### src/rtl/dcache_sram_sched_pkg.sv
// Shared types and sizing helpers for the data-cache SRAM scheduler.
package dcache_sram_sched_pkg;

  typedef enum logic {
    INIT = 1'b0,
    ARB  = 1'b1
  } sched_state_e;

  localparam int unsigned DEF_INDEX_WIDTH  = 12;
  localparam int unsigned DEF_BYTE_OFFSET  = 4;
  localparam int unsigned DEF_STARVE_LIMIT = 15;
  localparam int unsigned NUM_WORDS        = 2 ** (DEF_INDEX_WIDTH - DEF_BYTE_OFFSET);

  function automatic int unsigned num_words(input int unsigned index_w, input int unsigned byte_off);
    return 32'd1 << (index_w - byte_off);
  endfunction

endpackage

### src/rtl/dcache_sram_sched_lzc.sv
// Trailing-zero counter: index of the lowest set bit, plus an all-zero flag.
module dcache_sram_sched_lzc #(
  parameter  int unsigned WIDTH = 4,
  localparam int unsigned CNT_W = (WIDTH > 1) ? $clog2(WIDTH) : 1
) (
  input  logic [WIDTH-1:0] i_in,
  output logic [CNT_W-1:0] o_cnt,
  output logic             o_empty
);

  // Scan from the top so the lowest set bit is the last one to land.
  always_comb begin
    o_cnt = '0;
    for (int i = WIDTH - 1; i >= 0; i--) begin
      o_cnt = i_in[i] ? CNT_W'(i) : o_cnt;
    end
    o_empty = ~|i_in;
  end

endmodule

### src/rtl/dcache_sram_sched.sv
// Shared SRAM access scheduler with aging-based starvation avoidance and a
// zero-fill sweep of every set after reset or on request.
module dcache_sram_sched
  import dcache_sram_sched_pkg::*;
#(
  parameter int unsigned NR_PORTS     = 4,
  parameter int unsigned SET_ASSOC    = 8,
  parameter int unsigned INDEX_WIDTH  = DEF_INDEX_WIDTH,
  parameter int unsigned BYTE_OFFSET  = DEF_BYTE_OFFSET,
  parameter int unsigned CL_W         = 176,
  parameter int unsigned STARVE_LIMIT = DEF_STARVE_LIMIT
) (
  input  logic                            clk_i,
  input  logic                            rst_i,
  input  logic                            init_req_i,
  input  logic [NR_PORTS*SET_ASSOC-1:0]   req_i,
  input  logic [NR_PORTS*INDEX_WIDTH-1:0] addr_i,
  input  logic [NR_PORTS-1:0]             we_i,
  input  logic [NR_PORTS*CL_W-1:0]        wdata_i,
  input  logic [NR_PORTS*CL_W-1:0]        be_i,
  output logic [NR_PORTS-1:0]             gnt_o,
  output logic [NR_PORTS-1:0]             rvalid_o,
  output logic [SET_ASSOC-1:0]            ram_req_o,
  output logic [INDEX_WIDTH-1:0]          ram_addr_o,
  output logic                            ram_we_o,
  output logic [CL_W-1:0]                 ram_wdata_o,
  output logic [CL_W-1:0]                 ram_be_o,
  output logic                            busy_o,
  output logic                            init_done_o
);

  localparam int unsigned NW    = num_words(INDEX_WIDTH, BYTE_OFFSET);
  localparam int unsigned IDX_W = INDEX_WIDTH - BYTE_OFFSET;
  localparam int unsigned PW    = (NR_PORTS > 1) ? $clog2(NR_PORTS) : 1;
  localparam int unsigned AW    = $clog2(STARVE_LIMIT + 1);

  sched_state_e        r_state;
  logic [IDX_W-1:0]    r_idx;
  logic [AW-1:0]       r_age [NR_PORTS];
  logic [NR_PORTS-1:0] r_rvalid;
  logic                r_init_done;

  logic [NR_PORTS-1:0] w_active;
  logic [NR_PORTS-1:0] w_starving;
  logic [NR_PORTS-1:0] w_gnt;
  logic [PW-1:0]       w_act_idx;
  logic [PW-1:0]       w_stv_idx;
  logic [PW-1:0]       w_win;
  logic                w_act_empty;
  logic                w_stv_empty;
  logic                w_grant_any;

  // Activity and starvation flags per requester.
  always_comb begin
    for (int p = 0; p < NR_PORTS; p++) begin
      w_active[p]   = |req_i[p*SET_ASSOC +: SET_ASSOC];
      w_starving[p] = w_active[p] && (r_age[p] == AW'(STARVE_LIMIT));
    end
  end

  dcache_sram_sched_lzc #(.WIDTH(NR_PORTS)) u_lzc_active (
    .i_in    (w_active),
    .o_cnt   (w_act_idx),
    .o_empty (w_act_empty)
  );

  dcache_sram_sched_lzc #(.WIDTH(NR_PORTS)) u_lzc_starving (
    .i_in    (w_starving),
    .o_cnt   (w_stv_idx),
    .o_empty (w_stv_empty)
  );

  assign w_win       = w_stv_empty ? w_act_idx : w_stv_idx;
  assign w_grant_any = !rst_i && (r_state == ARB) && !w_act_empty;
  assign w_gnt       = w_grant_any ? (NR_PORTS'(1) << w_win) : '0;

  // SRAM bus: sweep pattern while initialising, otherwise the arbitration winner.
  always_comb begin
    if (rst_i) begin
      ram_req_o   = '0;
      ram_addr_o  = '0;
      ram_we_o    = 1'b0;
      ram_wdata_o = '0;
      ram_be_o    = '0;
    end else if (r_state == INIT) begin
      ram_req_o   = '1;
      ram_addr_o  = {r_idx, {BYTE_OFFSET{1'b0}}};
      ram_we_o    = 1'b1;
      ram_wdata_o = '0;
      ram_be_o    = '1;
    end else if (w_grant_any) begin
      ram_req_o   = req_i[w_win*SET_ASSOC +: SET_ASSOC];
      ram_addr_o  = addr_i[w_win*INDEX_WIDTH +: INDEX_WIDTH];
      ram_we_o    = we_i[w_win];
      ram_wdata_o = wdata_i[w_win*CL_W +: CL_W];
      ram_be_o    = be_i[w_win*CL_W +: CL_W];
    end else begin
      ram_req_o   = '0;
      ram_addr_o  = '0;
      ram_we_o    = 1'b0;
      ram_wdata_o = '0;
      ram_be_o    = '0;
    end
  end

  // Sweep/arbitration FSM, age counters and read-valid pipeline.
  always_ff @(posedge clk_i or posedge rst_i) begin
    if (rst_i) begin
      r_state     <= INIT;
      r_idx       <= '0;
      r_rvalid    <= '0;
      r_init_done <= 1'b0;
      for (int p = 0; p < NR_PORTS; p++) begin
        r_age[p] <= '0;
      end
    end else begin
      r_rvalid <= w_gnt & ~we_i;
      for (int p = 0; p < NR_PORTS; p++) begin
        if (w_active[p] && !w_gnt[p]) begin
          r_age[p] <= (r_age[p] == AW'(STARVE_LIMIT)) ? r_age[p] : r_age[p] + AW'(1);
        end else begin
          r_age[p] <= '0;
        end
      end
      case (r_state)
        INIT: begin
          r_idx <= r_idx + IDX_W'(1);
          if (r_idx == IDX_W'(NW - 1)) begin
            r_state     <= ARB;
            r_init_done <= 1'b1;
          end
        end
        ARB: begin
          if (init_req_i) begin
            r_state <= INIT;
            r_idx   <= '0;
          end
        end
        default: begin
          r_state <= INIT;
          r_idx   <= '0;
        end
      endcase
    end
  end

  assign gnt_o       = w_gnt;
  assign rvalid_o    = r_rvalid;
  assign busy_o      = (r_state == INIT);
  assign init_done_o = r_init_done;

endmodule
### config.mk
export PLATFORM = sky130hd
export DESIGN_NAME = dcache_sram_sched
export DESIGN_NICKNAME = d
export VERILOG_FILES = /design/src/rtl/dcache_sram_sched_pkg.sv /design/src/rtl/dcache_sram_sched_lzc.sv /design/src/rtl/dcache_sram_sched.sv
export SDC_FILE = /design/constraint.sdc
export NUM_CORES = 1
export LEC_CHECK = 0
export ABC_AREA = 1
export BUFFER_PORTS_ARGS = -buffer_cell sky130_fd_sc_hd__buf_2
export CORE_AREA = 2 2 732 734
export DETAILED_ROUTE_END_ITERATION = 8
export DIE_AREA = 0 0 734 736
export PLACE_DENSITY = 0.3
export SLEW_MARGIN = 40
export SYNTH_ARGS = -nofsm -noshare
export SYNTH_HDL_FRONTEND = slang
export SYNTH_SLANG_ARGS = --single-unit
### constraint.sdc
create_clock -name clk_i -period 5.7 [get_ports clk_i]
set_input_delay 1.14 -clock clk_i [delete_from_list [all_inputs] [get_ports clk_i]]
set_output_delay 1.14 -clock clk_i [all_outputs]
set_load 0.05 [all_outputs]
==> out/results.tsv, run 1 <==
metric	value	unit
outcome	complete, no violations	
met2_wirelength	195	mm
hold_path_depth	2	
yosysSeqAreaShare	4.00	%
clock_latency	310	ps
pre_cts_slack	-425	ps
cp.arrival	4340	ps
grt_max_degree	73	
drt-initial-drc-count	3441	
ir_worst_vdd	0.231	mV
r2r_cells	12	
r2r_end	r_age[10]$_DFFE_PP0P_	
grt_use_total	14.9	%
routed_wirelength	424	mm
slew-limit-headroom	47.9	%
min_from	init_done_o$_DFFE_PP0P_	
portBuffers	1877	
synth.avg_cell_area	4.31	sq um
numCtsBuffers	5	
cts_tree	yes	
p_sw_share	66.3	%
worst_path_max_delay_cell	a21oi_1	
wl_per_cell	31.3	um
netlist_top_cells_area	nand2_1 (57%), nand3_1 (20%), a21oi_1 (5.1%)	
yosys_warnings	0	
fin_crit_sh	96.1	%
setup_viol	0	
area_growth	143	%
worst_hold_path_type	reg2reg	
die_w	734	um
finalCriticalPeriod	5480	ps
criticalPathCategory	in2out	
clock_path_buffers	2	
ys_seq_elements	30	
start_util	3.53	%
met3WireLength	44.7	mm
die_area	540000	sq um
cts_setup_buffers	0	
grt_pass1_wl	504	mm
synth_ff_type	dfrtp_1	
grt_pass1_vias	37600	
drive_above_1_share	36.8	%
maxCapViolCount	0	
vias_per_cell	2.90	
report.final.slew_viol_count	0	
cp_slowest_stage_delay	340	ps
min_to	init_done_o$_DFFE_PP0P_	
synth_top_area_share	57.3	%
grt_overflow_total	0	
reg2reg_from	r_age[0]$_DFFE_PP0P_	
multi_input_area	16100	sq um
holdBufCountCts	0	
io_pins	1878	
switching_power	11.9	mW
power_leakage	22.1	nW
p_int	6.05	mW
seq_area	751	sq um
finalInstanceArea	45600	sq um
fin_skew	11.1	ps
r2r_slack	2680	ps
synth.most_common_cell	nand2_1	
met1_length	169	mm
gp_congestion	1.02	
async_flop_share	100	%
cts_root_buffer	clkbuf_16	
clkTransAtPathRegs	60	ps
synth_cell_type_count	33	
power	17.9	mW
clkSinkCount	30	
postSynthCellCount	4361	
crit_path_start_kind	primary input	
combPwrFrac	96.0	%
dr.max_layer_used	met5	
worstMarginPinSlew	782	ps
core	532000	sq um
fmax	183	MHz
clkPwrFrac	1.7	%
crit_required	4560	ps
hold_slack	476	ps
critPathBufInv	8	
seq_power_share	2.2	%
crit_chain	buf_2 > nor2_1 > buf_4 > nand2_1 > nor2_4 > nor2_1 > nor2_1 > nand3_4 > nand2_8 > buf_12 > buf_12 > buf_12 > buf_4 > nand2_1 > nand2_1 > nand2_1 > a21oi_1 > buf_4 > buf_12	
nets	7748	
drc	0	
final_hold_viol_count	0	
cts_max_level	2	
synth_enable_flop_cells	0	
synthTopCellsByCount	nand2_1 (2868), nand3_1 (756), clkbuf_1 (216)	
ant_nets	0	
critPathTopFamily	simple AND/OR/NAND/NOR gates	
yosysTopAreaCell	nand2_1	
dp_hpwl	390	mm
dpl.cell_count	13300	
drt_first_pass_iters	7	
crit_fanout	24	
row_count	268	
post_cts_resize_count	8	
via_count	39300	
netlist_area	18800	sq um
cp-end-kind	output port	
num-fill-cells	63600	
power_density	393	nW/um^2
dpl-instance-area	44700	sq um
stdcell_count	13600	
setup_ws	225	ps
synth_nets	5861	
grt_antenna_before_repair	515	
die_h	736	um
[stage by stage]
step | util (%) | setup TNS, ps
6_report | 8.58 | 0
5_1_grt | 8.52 | -0.841
4_1_cts | 8.44 | 0
3_5_place_dp | 8.41 | -3350
3_3_place_gp | 8.41 | -4510
2_1_floorplan | - | 0
[worst min-delay path, stage by stage, from the launching register on]
cell     delay [ps]
dfrtp_1         340
inv_1            40
nand2_1          60
[state kept, by name, indices dropped and copies added, names as in the netlist]
signal	count
r_state	1
r_idx	8
r_age	16
init_done_o	1
rvalid_o	4
[logic make-up after synthesis]
group | share of synthesized area [%]
AO/OA/AOI/OAI | 5.63
XOR/XNOR | 0.0933
adder cells (fa/ha/maj) | 0.333
buffers and inverters | 10.8
flip-flops | 4.00
multiplexers | 0.0599
AND/OR/NAND/NOR | 79.1
[power by group through the flow]
| stage | Clock (mW) | Sequential, mW | Combinational (mW) |
|---|---|---|---|
| global placement | 0 | 0.401 | 17.8 |
| detailed placement | 0 | 0.401 | 17.6 |
| global route | 0.338 | 0.412 | 18.8 |
| floorplan | 0 | 0.386 | 7.98 |
| CTS | 0.337 | 0.397 | 17.7 |
| finish | 0.312 | 0.399 | 17.2 |
[worst max-delay path by stage]
stage               from                to  slack (ps)  cells after the start
3_5_place_dp   req_i[10]  ram_wdata_o[126]        -420                     19
4_1_cts        req_i[30]      ram_be_o[54]           9                     18
6_report       req_i[10]  ram_wdata_o[104]         220                     19
2_1_floorplan      rst_i  ram_wdata_o[100]        1210                      5
5_1_grt        req_i[10]  ram_wdata_o[110]        -0.8                     19
3_3_place_gp   req_i[10]  ram_wdata_o[126]        -450                     19
[placed cells by master (no fill, tap or decap), types with 2 or more instances in the layout]
cell and instances:
nand2_1 2866, buf_2 1543, nand3_1 755, buf_12 463, diode_2 286, buf_4 265
a21oi_1 185, nor2_1 45, dfrtp_1 30, inv_1 26, o21ai_0 12, nor3_1 7
nand4_1 6, a21oi_2 5, ha_1 5, clkbuf_16 5, nor2_2 3, nand2_8 3
inv_8 3, nor2_4 2, o21ai_1 2
[cell type report]
cell class                 count  share of cell area, %
timing repair buffer        2271                   41.6
antenna                      286                   1.57
inverter                      30                  0.296
multi-input combinational   3910                   35.3
tap                         7020                   19.2
clock buffer                   6                  0.304
clock inverter                 2                 0.0274
sequential                    30                   1.65
[per-layer routing]
metal  up-vias  track usage, %
met5         -               0
met4       132            3.34
met3       680            6.35
met2      2241            25.0
met1     18400            17.6
li1      17800               -
(Power assumes the default switching activity.)
==> run 2, diff against run 1 <==
--- a/config.mk
+++ b/config.mk
@@ -7,9 +7,9 @@
 export LEC_CHECK = 0
 export ABC_AREA = 1
 export BUFFER_PORTS_ARGS = -buffer_cell sky130_fd_sc_hd__buf_2
-export CORE_AREA = 2 2 732 734
+export CORE_AREA = 8 8 729 731
 export DETAILED_ROUTE_END_ITERATION = 8
-export DIE_AREA = 0 0 734 736
+export DIE_AREA = 0 0 737 739
 export PLACE_DENSITY = 0.3
 export SLEW_MARGIN = 40
 export SYNTH_ARGS = -nofsm -noshare
==> run 2 against run 1 <==
Net effect:
- non-clock buffer count up 174
- via count up 0.85%
- routed wire length down 0.16%
- global-route usage down 0.18 points
- sequential share of layout area down 0.055 points
- largest power group unchanged
- final cell count about the same
- clock power up 5%
- sequential power about the same
- critical path depth unchanged
- combinational power up 12%
- hold slack worse by 6.0 ps
- die area up 0.82%
==> out/results.tsv, run 2 (synthesis results as in run 1) <==
metric	value	unit	change
outcome	complete, no violations		
p_sw_share	64.0	%	-2.3 points
largest_reg_flops	16		unchanged
ir_worst_vdd	0.230	mV	-0.23%
io_pins	1878		unchanged
grt_pass1_wl	509	mm	+1.0%
wl_per_cell	31.2	um	-0.10%
cts_root_buffer	clkbuf_16		
grt_pass1_vias	39100		+4.1%
dp_hpwl	391	mm	+0.41%
cp.arrival	4420	ps	+80 ps
fin_skew	16.1	ps	+5.01 ps
seq_power_share	2.0	%	-0.2 points
finalCriticalPeriod	5560	ps	+81.8 ps
power_density	421	nW/um^2	+7.2%
dpl-instance-area	46600	sq um	+4.1%
grt_use_total	14.7	%	-0.18 points
power_leakage	23.2	nW	+4.7%
finalInstanceArea	47200	sq um	+3.5%
pre_cts_slack	-249	ps	+175 ps
switching_power	12.7	mW	+7.0%
clock_latency	310	ps	about the same
cts_tree	yes		
setup_viol	0		unchanged
crit_path_start_kind	primary input		
clkPwrFrac	1.7	%	about the same
maxCapViolCount	0		unchanged
portBuffers	1877		unchanged
worst_hold_path_type	reg2reg		
rsz0062_at_grt	false		
largest_register	r_age		
crit_fanout	34		+42%
cts_max_level	2		unchanged
drt_first_pass_iters	7		unchanged
fmax	180	MHz	-1.5%
drive_above_1_share	38.6	%	+1.7 points
nets	7922		+2.2%
cp-end-kind	output port		
via_count	39700		+0.85%
final_cell_mix	nand2_1 (2865), buf_2 (1555), nand3_1 (754), buf_12 (516), buf_4 (374)		
drt-initial-drc-count	3144		-8.6%
start_util	3.62	%	+0.086 points
routed_wirelength	423	mm	-0.16%
grt_max_degree	91		+25%
die_w	737	um	+0.41%
vias_per_cell	2.93		+0.90%
fin_crit_sh	97.5	%	+1.4 points
criticalPathCategory	in2out		
worstMarginPinSlew	689	ps	-92.9 ps
final_hold_viol_count	0		unchanged
row_count	265		-1.1%
final_common_cell	nand2_1		
die_area	545000	sq um	+0.82%
report.final.slew_viol_count	0		unchanged
grt_antenna_before_repair	444		-14%
setup_ws	143	ps	-81.8 ps
core	519000	sq um	-2.4%
slew-limit-headroom	54.1	%	+6.2 points
combPwrFrac	96.3	%	+0.3 points
clock_path_buffers	2		unchanged
drc	0		unchanged
ant_nets	0		unchanged
gp_congestion	1.04		+1.6%
numCtsBuffers	5		unchanged
grt_overflow_total	0		unchanged
p_int	7.17	mW	+18%
clkSinkCount	30		unchanged
crit_required	4560	ps	about the same
die_h	739	um	+0.41%
r2r_slack	2620	ps	-60 ps
clkTransAtPathRegs	80	ps	+20 ps
cts_setup_buffers	0		unchanged
r2r_cells	11		-1
hold_path_depth	2		unchanged
area_growth	151	%	
[run 2: changes by cell type in the layout (fill, tap and decap cells not counted), moves of 12 or more]
cell     previous run  this run
buf_12            463       516
diode_2           286       183
buf_4             265       374
buf_2            1543      1555
[run 2: what timing repair did]
item,4_1_cts,5_1_grt
setup endpoints to repair,8,5
hold endpoints to repair,0,0
hold buffers,0,0
pin swaps,0,0
gates resized for setup,5,6
[run 2: per-layer routing]
metal / routed length (um) / part of all wire, % / GRT usage (%)
met5: 1010 / 0.24 / 0
met2: 196000 / 46 / 24.9
met4: 13700 / 3.2 / 3.11
met1: 171000 / 40 / 17.5
met3: 41300 / 9.8 / 5.83
[run 2: path summary, 6_finish.rpt]
kind | startpoint | endpoint
max | req_i[16] | ram_wdata_o[112]
min | init_done_o$_DFFE_PP0P_ | init_done_o$_DFFE_PP0P_
max reg2reg | r_age[8]$_DFFE_PP0P_ | r_age[14]$_DFFE_PP0P_
min reg2reg | init_done_o$_DFFE_PP0P_ | init_done_o$_DFFE_PP0P_
max in group asynchronous | rst_i | r_age[12]$_DFFE_PP0P_
min in group asynchronous | rst_i | r_idx[7]$_DFFE_PP0P_
[run 2: layout make-up]
class / instances / area (sq um)
fillers: 62300 / 472000
repair buffers: 2445 / 20900
multi-input cells: 3910 / 16100
well taps: 6942 / 8690
flip-flops and latches: 30 / 751
diodes: 183 / 458
clock buffers: 6 / 139
inverters: 30 / 135
clock inverters: 2 / 12.5
[run 2: power by group through the flow]
| stage | Sequential [mW] | Clock [mW] | Combinational (mW) |
|---|---|---|---|
| 3_3_place_gp | 0.400 | 0 | 19.8 |
| 5_1_grt | 0.413 | 0.351 | 20.7 |
| 3_5_place_dp | 0.399 | 0 | 19.6 |
| 2_1_floorplan | 0.386 | 0 | 7.98 |
| 6_report | 0.398 | 0.329 | 19.2 |
| 4_1_cts | 0.395 | 0.346 | 19.7 |
[run 2: metrics by stage]
| stage | hold slack [ps] | std cells | power, mW | setup TNS, ps | util [%] |
|---|---|---|---|---|---|
| 5_1_grt | 520 | 13500 | 21.4 | 0 | 9.05 |
| 3_5_place_dp | 452 | 13400 | 20.0 | -694 | 8.97 |
| 3_3_place_gp | 449 | 13400 | 20.2 | -1390 | 8.97 |
| 6_report | 470 | 13500 | 19.9 | 0 | 9.09 |
| 4_1_cts | 474 | 13400 | 20.4 | 0 | 9.00 |
| 2_1_floorplan | 475 | 4361 | 8.37 | 0 | - |
[run 2: critical path: stages]
cell and delay [ps]:
buf_2 130, nor2_1 100, buf_4 160, nand2_1 140, nor2_4 50, nor2_1 220, nor2_2 80, buf_4 150
nand3_4 100, buf_4 200, buf_12 210, buf_12 270, buf_4 310, nand3_1 110, nand2_1 220, nand2_1 200
a21oi_1 260, buf_4 170, buf_12 130
